File: src/rtl/player_controller.sv
// Player movement controller: debounces one-hot button commands, turns the heading
// or steps forward after a collision lookup on the map req/ack port.
module player_controller #(
  parameter int MAP_W      = 16,
  parameter int MAP_H      = 16,
  parameter int DEB_CYCLES = 2,
  parameter int START_X    = 1,
  parameter int START_Y    = 1,
  parameter int START_DIR  = 1
) (
  input  logic                     clk,
  input  logic                     rst_n,
  input  logic                     rotateCCW,
  input  logic                     forward,
  input  logic                     rotateCW,
  input  logic                     pressed,
  output logic                     map_req,
  output logic [$clog2(MAP_W)-1:0] map_x,
  output logic [$clog2(MAP_H)-1:0] map_y,
  input  logic                     map_ack,
  input  logic                     map_wall,
  output logic [$clog2(MAP_W)-1:0] pos_x,
  output logic [$clog2(MAP_H)-1:0] pos_y,
  output logic [1:0]               heading,
  output logic                     turned,
  output logic                     moved,
  output logic                     bumped,
  output logic                     busy
);
  localparam int XW    = $clog2(MAP_W);
  localparam int YW    = $clog2(MAP_H);
  localparam int CNT_W = $clog2(DEB_CYCLES + 1);

  localparam logic [CNT_W-1:0] DEB_LAST = CNT_W'(DEB_CYCLES);
  localparam logic [CNT_W-1:0] REL_LAST = CNT_W'(DEB_CYCLES - 1);
  localparam logic [XW-1:0]    X_MAX    = XW'(MAP_W - 1);
  localparam logic [YW-1:0]    Y_MAX    = YW'(MAP_H - 1);

  // command vector ordering: {ccw, fwd, cw}
  localparam logic [2:0] CMD_CCW = 3'b100;
  localparam logic [2:0] CMD_FWD = 3'b010;
  localparam logic [2:0] CMD_CW  = 3'b001;

  typedef enum logic [1:0] {IDLE, DEBOUNCE, MAP_REQ, WAIT_RELEASE} state_t;

  state_t           state_reg, state_next;
  logic [2:0]       cmd_reg, cmd_next;
  logic [CNT_W-1:0] cnt_reg, cnt_next;
  logic             map_req_next, turned_next, moved_next, bumped_next, busy_next;
  logic [XW-1:0]    map_x_next, pos_x_next, tgt_x;
  logic [YW-1:0]    map_y_next, pos_y_next, tgt_y;
  logic [1:0]       heading_next;

  logic [2:0] cmd_in;
  logic       cmd_valid, deb_hit, deb_last, at_edge;

  assign cmd_in    = {rotateCCW, forward, rotateCW};
  assign cmd_valid = pressed && (cmd_in inside {CMD_CCW, CMD_FWD, CMD_CW});
  assign deb_hit   = pressed && (cmd_in == cmd_reg);
  assign deb_last  = deb_hit && (cnt_reg == DEB_LAST);

  always_comb begin
    tgt_x   = pos_x;
    tgt_y   = pos_y;
    at_edge = 1'b0;
    case (heading)
      2'd0: begin tgt_y = pos_y - YW'(1); at_edge = (pos_y == '0);    end
      2'd1: begin tgt_x = pos_x + XW'(1); at_edge = (pos_x == X_MAX); end
      2'd2: begin tgt_y = pos_y + YW'(1); at_edge = (pos_y == Y_MAX); end
      default: begin tgt_x = pos_x - XW'(1); at_edge = (pos_x == '0); end
    endcase
  end

  // State and all registered outputs
  always_ff @(posedge clk or negedge rst_n) begin
    if (!rst_n) begin
      state_reg <= IDLE;
      cmd_reg   <= '0;
      cnt_reg   <= '0;
      map_req   <= 1'b0;
      map_x     <= XW'(START_X);
      map_y     <= YW'(START_Y);
      pos_x     <= XW'(START_X);
      pos_y     <= YW'(START_Y);
      heading   <= 2'(START_DIR);
      turned    <= 1'b0;
      moved     <= 1'b0;
      bumped    <= 1'b0;
      busy      <= 1'b0;
    end else begin
      state_reg <= state_next;
      cmd_reg   <= cmd_next;
      cnt_reg   <= cnt_next;
      map_req   <= map_req_next;
      map_x     <= map_x_next;
      map_y     <= map_y_next;
      pos_x     <= pos_x_next;
      pos_y     <= pos_y_next;
      heading   <= heading_next;
      turned    <= turned_next;
      moved     <= moved_next;
      bumped    <= bumped_next;
      busy      <= busy_next;
    end
  end

  always_comb begin
    state_next = state_reg;
    case (state_reg)
      IDLE: begin
        if (pressed) state_next = cmd_valid ? DEBOUNCE : WAIT_RELEASE;
      end
      DEBOUNCE: begin
        if (!deb_hit)      state_next = pressed ? WAIT_RELEASE : IDLE;
        else if (deb_last) state_next = (cmd_reg == CMD_FWD && !at_edge) ? MAP_REQ : WAIT_RELEASE;
      end
      MAP_REQ: begin
        if (map_ack) state_next = WAIT_RELEASE;
      end
      WAIT_RELEASE: begin
        if (!pressed && cnt_reg == REL_LAST) state_next = IDLE;
      end
      default: state_next = IDLE;
    endcase
  end

  always_comb begin
    cmd_next     = cmd_reg;
    cnt_next     = cnt_reg;
    map_req_next = map_req;
    map_x_next   = map_x;
    map_y_next   = map_y;
    pos_x_next   = pos_x;
    pos_y_next   = pos_y;
    heading_next = heading;
    turned_next  = 1'b0;
    moved_next   = 1'b0;
    bumped_next  = 1'b0;
    busy_next    = (state_next != IDLE);
    case (state_reg)
      IDLE: begin
        cmd_next = cmd_in;
        cnt_next = cmd_valid ? CNT_W'(1) : '0;
      end
      DEBOUNCE: begin
        if (!deb_hit) begin
          cnt_next = '0;
        end else if (!deb_last) begin
          cnt_next = cnt_reg + CNT_W'(1);
        end else begin
          cnt_next = '0;
          case (cmd_reg)
            CMD_CW:  begin heading_next = heading + 2'd1; turned_next = 1'b1; end
            CMD_CCW: begin heading_next = heading - 2'd1; turned_next = 1'b1; end
            default: begin
              // edge-of-map steps are rejected without touching the map port
              if (at_edge) begin
                bumped_next = 1'b1;
              end else begin
                map_req_next = 1'b1;
                map_x_next   = tgt_x;
                map_y_next   = tgt_y;
              end
            end
          endcase
        end
      end
      MAP_REQ: begin
        if (map_ack) begin
          map_req_next = 1'b0;
          cnt_next     = '0;
          if (map_wall) begin
            bumped_next = 1'b1;
          end else begin
            pos_x_next = map_x;
            pos_y_next = map_y;
            moved_next = 1'b1;
          end
        end
      end
      WAIT_RELEASE: begin
        cnt_next = pressed ? '0 : cnt_reg + CNT_W'(1);
      end
      default: cnt_next = '0;
    endcase
  end
endmodule
File: config.mk
export PLATFORM = sky130hd
export DESIGN_NAME = player_controller
export DESIGN_NICKNAME = d
export VERILOG_FILES = /design/src/rtl/player_controller.sv
export SDC_FILE = /design/constraint.sdc
export NUM_CORES = 1
export LEC_CHECK = 0
export ABC_AREA = 1
export BUFFER_PORTS_ARGS = -buffer_cell sky130_fd_sc_hd__clkbuf_2
export CAP_MARGIN = 40
export CORE_UTILIZATION = 35
export CTS_CLUSTER_DIAMETER = 40
export DETAILED_ROUTE_END_ITERATION = 6
export SYNTH_ARGS = -nofsm -noshare
export SYNTH_HDL_FRONTEND = slang
export SYNTH_SLANG_ARGS = --single-unit
File: constraint.sdc
create_clock -name clk -period 6 [get_ports clk]
set_input_delay 0.9 -clock clk [delete_from_list [all_inputs] [get_ports clk]]
set_output_delay 0.9 -clock clk [all_outputs]
set_load 0.005 [all_outputs]
==> impl_metrics.toml <==
[layout]
layout_commonest_cell = "nand2_1"
final_cells = 368
final_net_count = 322
area.growth.synth_to_final_pct = 19.2
final_layout_size_suffix_gt1_share_pct = 17.4
fill_cells = 551
n_antenna_cell = 0
mostFrequentLayoutCells = "nand2_1, inv_1, clkbuf_2, dfrtp_1, nor2_1"

[sta]
clock.fmax_mhz = 470
worst_slew_pin_slew_ns = 0.762
finalHoldViolations = 0
holdWs_ns = 0.484
post-route-period-util_pct = 35.4
relSlewSlack_pct = 49.2
rsz0062_at_grt = "no"
clock_skew_ns = 0.00757
drv_slew = 0
finalCriticalPeriod_ns = 2.13
fin_tns_setup_ns = 0
setup_viol = 0

[cts]
post_cts_buffers = 0
cts-htree-levels = 2
hold_buffers = 0
cts.repair.resized = 0
cts_tree = "built"
clockBufferDepth = 2
clock-sinks = 30
root_buffer = "clkbuf_8"
tritoncts.num_buffers = 5
insertion_delay_ns = 0.29
clk_pin_slew_ns = 0.07

[floorplanning]
die_y_um = 76.9
fp.coreArea_mm2 = 0.00524
dieArea_mm2 = 0.00591
die-width_um = 76.9
rows = 26
start_util_pct = 37.5
io_pins = 31

[yosys]
syn_inst = 261
synthFlopType = "dfrtp_1"
synth-seq-cells = 30
synth_area_per_cell_um2 = 7.52
synth_edf_count = 0
synthMuxAreaShare_pct = 0
yosysSeqAreaShare_pct = 38.6
yosys.area_share.simple_pct = 28.8
synth_top_family_by_area = "simple AND/OR/NAND/NOR gates"
synthAdderAreaFrac_pct = 11.6
synth_cell_type_count = 28
synthesis.nets = 286
ys_warn_count = 0
synth-xor-area-share_pct = 3.57
synthesis.area_mm2 = 0.00196
synth_compound_area_share_pct = 9.38
async_flop_share_pct = 100

[global_routing]
antenna_found_initial = 0
grt_usage_pct = 16.4
grt-ovfl-total = 0
grt_max_degree = 31
grt_pass1_wl_mm = 7.57
first_global_vias = 1647

[route]
route.detailed.wl_per_inst_um = 11.6
vias_per_cell = 4.59
wl_met3_um = 141
routed_wirelength_mm = 4.28
dr.pass1.iters = 4
antenna_left = 0
top_layer = "met4"
drt_iter0_drc = 106
vias = 1688
dr_wl_met2_mm = 2.01
m1WireLength_mm = 2.04
drc = 0

[job]
maxCapViolCount = 0

[critical_path]
setup.worst_path.end_class = "flop"
timing.rr.end = "map_y[3]"
ff2ff_path_depth = 13
crit_path_end = "map_y[3]"
rrSetupSlack_ns = 3.87
crit_required_ns = 6.18
regToRegStartpoint = "heading[0]"
critPathMaxFanout = 6
start_kind = "flop"
crit_start = "heading[0]"
critPathKind = "reg2reg"
arrival_ns = 2.31

[placement]
place_congestion = 0.832
place_inst = 360
port_buffers = 30
hpwlAfterDp_mm = 3.24

[worst_hold_path]
min_from = "map_y[0]"
hold_path_class = "reg2reg"

[pwr]
vdd_drop_max_mv = 0.206
cellPowerDensity_mw_per_mm2 = 403
power.total_mw = 0.942
leakagePower_nw = 1.26

[outcome]
outcome = "finished clean"
==> worst min-delay path by stage <==
| stage | endpoint | slack, ns | cells past startpoint |
|---|---|---|---|
| 2_1_floorplan | map_req | 0.46 | 2 |
| 3_3_place_gp | map_req | 0.46 | 2 |
| 3_5_place_dp | map_req | 0.46 | 2 |
| 4_1_cts | map_req | 0.49 | 2 |
| 5_1_grt | map_x[0] | 0.51 | 2 |
| 6_report | pos_y[0] | 0.48 | 2 |
==> power by group <==
| group | switching, mW | leakage (nW) | internal [mW] |
|---|---|---|---|
| Clock | 0.0820 | 0.0714 | 0.177 |
| Sequential | 0.0678 | 0.371 | 0.256 |
| Combinational | 0.222 | 0.816 | 0.138 |
==> synth_stat cells, drive strengths merged (2+ instances only) <==
master  count  area [µm²]
fa          2        40.0
nor3        4        25.0
dfstp       5         131
o21ai      22         110
inv        41         154
a21oi       9        45.0
ha         15         188
nor2       26         131
xnor2       3        26.3
xor2        5        43.8
nand2      87         339
nand3       8        45.0
nand4       3        18.8
dfrtp      25         626
==> metal layers <==
layer  vias up  global-route usage (%)
li1        886                       -
met1       759                    20.7
met2        35                    27.0
met3         8                    3.57
met4         0                    6.92
met5         -                       0
==> final cells by class <==
type	instances	area (µm²)	share of cell area [%]
Tap cell	70	87.6	3.75
Clock inverter	2	60.1	2.57
Timing Repair Buffer	30	150	6.42
Multi-Input combinational cell	189	1050	44.8
Clock buffer	6	82.6	3.53
Inverter	41	154	6.58
Sequential cell	30	757	32.4
==> stage by stage <==
stage / setup slack, ns / area [µm²] / util (%)
after detailed placement: 3.78 / 2200 / 41.9
final: 3.87 / 2340 / 44.6
after CTS: 3.89 / 2340 / 44.6
after floorplan: 4.08 / 1960 / -
after global placement: 3.86 / 2200 / 41.9
after global routing: 3.70 / 2340 / 44.6
==> cell families after synthesis <==
kind of cell	Yosys count
DFF	30
buffers and inverters	42
and+or+nand+nor	129
xor gates and xnor gates	8
adders and majority gates	17
AOI/OAI and AO/OA	35
==> critical path, stage by stage (launching register included) <==
cell	delay, ns
dfstp_2	0.59
inv_1	0.12
ha_1	0.28
inv_1	0.14
ha_1	0.25
a21o_1	0.17
nand2_1	0.08
o21ai_0	0.08
nand2_1	0.06
nand2_1	0.05
nand2_1	0.05
nand2_1	0.05
nand2_1	0.05
nand2_1	0.05
(Power assumes the default switching activity.)
